===== config.mk =====
export PLATFORM = sky130hd
export DESIGN_NAME = pitch_meter
export DESIGN_NICKNAME = d
export VERILOG_FILES = /design/src/rtl/pitch_meter_pkg.sv /design/src/rtl/pitch_meter_sync_edge_detect.sv /design/src/rtl/pitch_meter.sv
export SDC_FILE = /design/constraint.sdc
export NUM_CORES = 1
export LEC_CHECK = 0
export ABC_AREA = 1
export CAP_MARGIN = 20
export CORE_ASPECT_RATIO = 0.6
export CORE_MARGIN = 10
export CORE_UTILIZATION = 49
export CTS_BUF_LIST = sky130_fd_sc_hd__clkbuf_16
export DETAILED_ROUTE_END_ITERATION = 8
export GPL_ROUTABILITY_DRIVEN = 0
export PLACE_DENSITY_LB_ADDON = 0.3
export SLEW_MARGIN = 25
export SYNTH_ARGS = -nofsm -noshare
export SYNTH_HDL_FRONTEND = slang
export SYNTH_SLANG_ARGS = --single-unit

===== constraint.sdc =====
create_clock -name clk -period 1.4 [get_ports clk]
set_input_delay 0.35 -clock clk [delete_from_list [all_inputs] [get_ports clk]]
set_output_delay 0.35 -clock clk [all_outputs]
set_load 0.05 [all_outputs]

===== src/rtl/pitch_meter_pkg.sv =====
// pitch_meter_pkg: shared types and constants for the pitch meter.
//   state_e    - measurement FSM states
//   DEF_WIDTH  - default period counter / result width
//   AVG_DEPTH  - number of half-periods averaged when PITCH_METER_AVG_EN is defined
//   AVG_SHIFT  - log2(AVG_DEPTH), the divide-by-depth shift
package pitch_meter_pkg;

  typedef enum logic {
    IDLE    = 1'b0,
    MEASURE = 1'b1
  } state_e;

  localparam int DEF_WIDTH = 16;
  localparam int AVG_DEPTH = 4;
  localparam int AVG_SHIFT = 2;

endpackage


===== src/rtl/pitch_meter_sync_edge_detect.sv =====
// sync_edge_detect: two-flop synchronizer plus history flop for an
// asynchronous input, producing a one-cycle pulse on either edge.
// Also suitable for button inputs.
// Ports:
//   clk    - system clock
//   rst_n  - asynchronous active-low reset
//   d_i    - asynchronous input
//   edge_o - one-cycle pulse on any edge of the synchronized input
module sync_edge_detect (
  input  logic clk,
  input  logic rst_n,
  input  logic d_i,
  output logic edge_o
);

  logic sync1_q, sync2_q, hist_q;

  always_ff @(posedge clk or negedge rst_n) begin
    if (!rst_n) begin
      sync1_q <= 1'b0;
      sync2_q <= 1'b0;
      hist_q  <= 1'b0;
    end else begin
      sync1_q <= d_i;
      sync2_q <= sync1_q;
      hist_q  <= sync2_q;
    end
  end

  assign edge_o = sync2_q ^ hist_q;

endmodule


===== src/rtl/pitch_meter.sv =====
// pitch_meter: measures the half-period of a square-wave input in clk
// cycles and hands each result out over a valid/ready handshake.
// Optional: define PITCH_METER_AVG_EN to report the floor average of the
// last AVG_DEPTH half-periods instead of the raw measurement.
// Ports:
//   clk     - system clock
//   rst_n   - asynchronous active-low reset
//   sig_in  - asynchronous square-wave input
//   period  - last reported half-period
//   valid   - period holds an unconsumed result
//   ready   - consumer accepts when valid && ready
//   silent  - no edge within MAX_COUNT cycles, or none since reset
//   overrun - a result was overwritten before being accepted
//
// state   | meaning
// IDLE    | no interval in progress; next edge only arms
// MEASURE | counting cycles since the last edge
module pitch_meter
  import pitch_meter_pkg::*;
#(
  parameter int WIDTH     = DEF_WIDTH,
  parameter int MAX_COUNT = (2 ** WIDTH) - 1
) (
  input  logic             clk,
  input  logic             rst_n,
  input  logic             sig_in,
  output logic [WIDTH-1:0] period,
  output logic             valid,
  input  logic             ready,
  output logic             silent,
  output logic             overrun
);

  localparam logic [WIDTH-1:0] MAX_CNT = WIDTH'(MAX_COUNT);
  localparam logic [WIDTH-1:0] CNT_ONE = WIDTH'(1);

  logic             edge_w;
  state_e           state_q;
  logic [WIDTH-1:0] cnt_q, cnt_d;
  logic [WIDTH-1:0] period_q;
  logic             valid_q, silent_q, overrun_q;
  logic             meas_edge_w, timeout_w, new_result_w;
  logic [WIDTH-1:0] result_w;

  sync_edge_detect u_sync (
    .clk    (clk),
    .rst_n  (rst_n),
    .d_i    (sig_in),
    .edge_o (edge_w)
  );

  always_comb begin
    meas_edge_w = edge_w && (state_q == MEASURE);
    // An edge landing on the terminal count still counts as a measurement.
    timeout_w   = !edge_w && (state_q == MEASURE) && (cnt_q == MAX_CNT);
    if (edge_w)                cnt_d = CNT_ONE;
    else if (cnt_q == MAX_CNT) cnt_d = cnt_q;
    else                       cnt_d = cnt_q + CNT_ONE;
  end

`ifdef PITCH_METER_AVG_EN
  // The current count plus AVG_DEPTH-1 stored half-periods form the window.
  localparam logic [AVG_SHIFT-1:0] FILL_FULL = AVG_SHIFT'(AVG_DEPTH - 1);

  logic [WIDTH-1:0]           hist_q [AVG_DEPTH-1];
  logic [AVG_SHIFT-1:0]       fill_q;
  logic [WIDTH+AVG_SHIFT-1:0] sum_w;

  always_comb begin
    sum_w = (WIDTH + AVG_SHIFT)'(cnt_q);
    for (int i = 0; i < AVG_DEPTH - 1; i++) begin
      sum_w = sum_w + (WIDTH + AVG_SHIFT)'(hist_q[i]);
    end
  end

  always_ff @(posedge clk or negedge rst_n) begin
    if (!rst_n) begin
      fill_q <= '0;
      for (int i = 0; i < AVG_DEPTH - 1; i++) hist_q[i] <= '0;
    end else if (timeout_w) begin
      fill_q <= '0;
      for (int i = 0; i < AVG_DEPTH - 1; i++) hist_q[i] <= '0;
    end else if (meas_edge_w) begin
      hist_q[0] <= cnt_q;
      for (int i = 1; i < AVG_DEPTH - 1; i++) hist_q[i] <= hist_q[i-1];
      if (fill_q != FILL_FULL) fill_q <= fill_q + AVG_SHIFT'(1);
    end
  end

  assign new_result_w = meas_edge_w && (fill_q == FILL_FULL);
  assign result_w     = WIDTH'(sum_w >> AVG_SHIFT);
`else
  assign new_result_w = meas_edge_w;
  assign result_w     = cnt_q;
`endif

  always_ff @(posedge clk or negedge rst_n) begin
    if (!rst_n) begin
      state_q   <= IDLE;
      cnt_q     <= '0;
      period_q  <= '0;
      valid_q   <= 1'b0;
      silent_q  <= 1'b1;
      overrun_q <= 1'b0;
    end else begin
      cnt_q <= cnt_d;
      case (state_q)
        IDLE: begin
          if (edge_w) state_q <= MEASURE;
        end
        MEASURE: begin
          if (timeout_w) begin
            state_q  <= IDLE;
            silent_q <= 1'b1;
          end
        end
        default: state_q <= IDLE;
      endcase

      if (new_result_w) begin
        period_q <= result_w;
        valid_q  <= 1'b1;
        silent_q <= 1'b0;
        if (valid_q && !ready)     overrun_q <= 1'b1;
        else if (valid_q && ready) overrun_q <= 1'b0;
      end else if (valid_q && ready) begin
        valid_q   <= 1'b0;
        overrun_q <= 1'b0;
      end
    end
  end

  assign period  = period_q;
  assign valid   = valid_q;
  assign silent  = silent_q;
  assign overrun = overrun_q;

endmodule


==> results.yml, run 1 <==
placed_design:
  portBuffers: 22
  preCtsSetupSlack_ps: -8.08
  dpl.hpwl_um: 3360
sta:
  hold_slack_ps: 351
  min_period_ps: 1420
  slew_headroom_pct: 74.4
  min_period_over_period_pct: 101
  setup_viol: 2
  worst_slew_pin_slew_ps: 384
  fin_worst_skew_ps: 4.15
  fmax_mhz: 706
  hold_viol: 0
  final_max_slew_viol_count: 0
  rsz0062_at_grt: "true"
  setup_slack_ps: -16.0
logic_synthesis:
  netlist.area_leader.share_pct: 50.1
  yosysTopAreaCell: "dfrtp_1"
  yosysSeqAreaShare_pct: 51.5
  synth_common_cells: "nand2_1 (70), dfrtp_1 (38), inv_1 (21), nand3_1 (19), o21ai_0 (14)"
  synth_ff_type: "dfrtp_1"
  synth.most_common_cell: "nand2_1"
  yosysUniqueCellTypes: 27
  ys_async_sr_fraction_pct: 100
  synth.net_count: 222
  ys_warn_count: 0
  synthCells: 217
  syn_area_sq_um: 1900
  synth_seq_cells: 39
  syn_avg_cell_area_sq_um: 8.75
  synth-edff-count: 0
  synth_area_leaders: "dfrtp_1 (50%), nand2_1 (14%), nand3_1 (5.0%)"
clock_network:
  cts_tree: "built"
  clockBufferDepth: 2
  clkLatencyLatePin_ps: 280
  path_clk_slew_ps: 50
  cts-buffers-inserted: 5
  clockRootBuffer: "clkbuf_16"
  cts.sinks: 39
  htreeDepth: 2
worst_hold_path:
  hp-class: "flip-flop to flip-flop"
routing:
  drtPass1Iterations: 5
  drt_wl_total_um: 4480
  maxUsedRoutingLayer: "met4"
  ant_nets: 0
  wl_met3_um: 551
  vias_per_cell: 5.42
  drtIter0Drc: 135
  wl_met2_um: 1790
  route.detailed.drc: 0
  vias: 1647
  routedWlPerCell_um: 14.7
  met1Wirelength_um: 2070
critical_path:
  worstPathArrival_ps: 1570
  worstPathMaxFanout: 7
  critPathCaptureType: "flip-flop"
  crit_path_start_kind: "flip-flop"
  crit_type: "flip-flop to flip-flop"
  cp_data_required_time_ps: 1560
layout:
  drive_gt1_share_pct: 25.3
  antenna_cells: 0
  nNetsFinal: 261
  area_growth_pct: 38.6
power:
  p_switching_w: 0.000684
  clockPowerShare_pct: 40.8
  ir_drop_mv: 0.697
  p_comb_share_pct: 13.9
  power_density_nw_per_um2: 1010
  switching_share_pct: 25.7
  cellLeakagePower_nw: 1.34
  internal_power_w: 0.00197
  seqPwrFrac_pct: 45.2
run_status:
  violations: "negative setup slack"
  status: "finished with violations"
grt:
  grt_overflow: 0
  grt_pass1_wl_um: 7430
  grt_pass1_vias: 1506
  grt.total_usage_pct: 13.7
  grt_max_degree: 22
  antenna_found_initial: 0
floorplanning:
  fp.dieH_um: 68.2
  core_sq_um: 3700
  boundaryPins: 23
  initial_utilization_pct: 51.3
  die_w_um: 100
  dieArea_sq_um: 6840
  rows: 17
job:
  cap_violations: 0
stage by stage:
stage | instances | utilization [%] | total power, W | instance area, sq um | TNS [ps]
after CTS | 301 | 69.6 | 0.00266 | 2570 | 0
after global placement | 291 | 65.3 | 0.00157 | 2420 | 0
after floorplan | 217 | - | 0.00139 | 1900 | 0
final | 304 | 71.1 | 0.00266 | 2630 | -21.3
after detailed placement | 291 | 65.3 | 0.00157 | 2420 | -8.08
after global routing | 304 | 71.1 | 0.00277 | 2630 | -515
power groups by stage:
stage               combinational, W  sequential, W  clock, W
floorplan                   0.000105        0.00128         0
global placement            0.000348        0.00122         0
detailed placement          0.000349        0.00122         0
CTS                         0.000356        0.00120   0.00110
global route                0.000394        0.00121   0.00117
finish                      0.000370        0.00120   0.00109
cell families (layout without fill, tap and decap cells):
| logic type | Yosys count | after routing | synth area share, % |
|---|---|---|---|
| DFF | 39 | 39 | 51.5 |
| and+or+nand+nor | 122 | 122 | 33.4 |
| AOI/OAI and AO/OA | 28 | 28 | 7.78 |
| adders and majority gates | 1 | 1 | 0.659 |
| buffers and inverters | 27 | 67 | 6.72 |
sequential cells by signal, summed over array words and instances, names as in the netlist, named ones only:
register        flops
cnt_q              16
period             16
silent              1
state_q             1
u_sync.hist_q       1
u_sync.sync1_q      1
u_sync.sync2_q      1
valid               1
what timing repair did:
item                                    in CTS  in global routing
hold buffers                                 1                  0
endpoints found under the hold margin        5                  0
resized for setup                            0                 12
gates cloned                                 0                  0
buffers inserted                             1                  3
endpoints found under the setup margin       1                 15
pin swaps                                    0                  5
final timing paths:
check / startpoint / endpoint / slack (ps) / depth (start not counted)
worst max-delay path: cnt_q[0] / cnt_q[0] / -20 / 8
worst min-delay path: u_sync.sync1_q / u_sync.sync2_q / 350 / 0
worst max register to register: cnt_q[0] / cnt_q[0] / -20 / 8
worst min register to register: u_sync.sync1_q / u_sync.sync2_q / 350 / 0
max in group asynchronous: rst_n / period[10] / 430 / 3
min in group asynchronous: rst_n / cnt_q[8] / 520 / 2
worst max-delay path, cell delays in order, from the launching register on:
cell and delay [ps]:
dfrtp_1 370, ha_2 210, nand2_2 90, nor2_4 170
nand2_4 110, inv_4 80, nand3_4 100, nand2_2 100
nand3_2 50
cell type report:
class / count / area, sq um
timing repair buffer: 36 / 538
tap: 47 / 58.8
clock inverter: 3 / 16.3
clock buffer: 5 / 125
sequential: 39 / 977
inverter: 23 / 91.3
fill: 277 / 1070
multi-input combinational: 151 / 825
layer usage:
layer | up-vias | GRT usage (%)
li1 | 784 | -
met1 | 769 | 20.0
met2 | 83 | 18.2
met3 | 11 | 5.03
met4 | 0 | 4.39
met5 | - | 0
layout by cell type (no fill, tap or decap), drive strengths merged, types with 2 or more instances in the layout:
cell	n
inv	24
o21ai	21
clkbuf	5
nand4	6
nand3	20
dfrtp	38
clkdlybuf4s50	2
a21oi	5
buf	33
nand2	77
nor2	16
No activity file was read; power rests on OpenSTA's default activity.
==> inputs of run 2 (changes only) <==
- ABC_CLOCK_PERIOD_IN_PS: unset -> 1400
==> results of run 2 <==
Same layout as run 1: the final DEF is identical, and so are final timing and power.
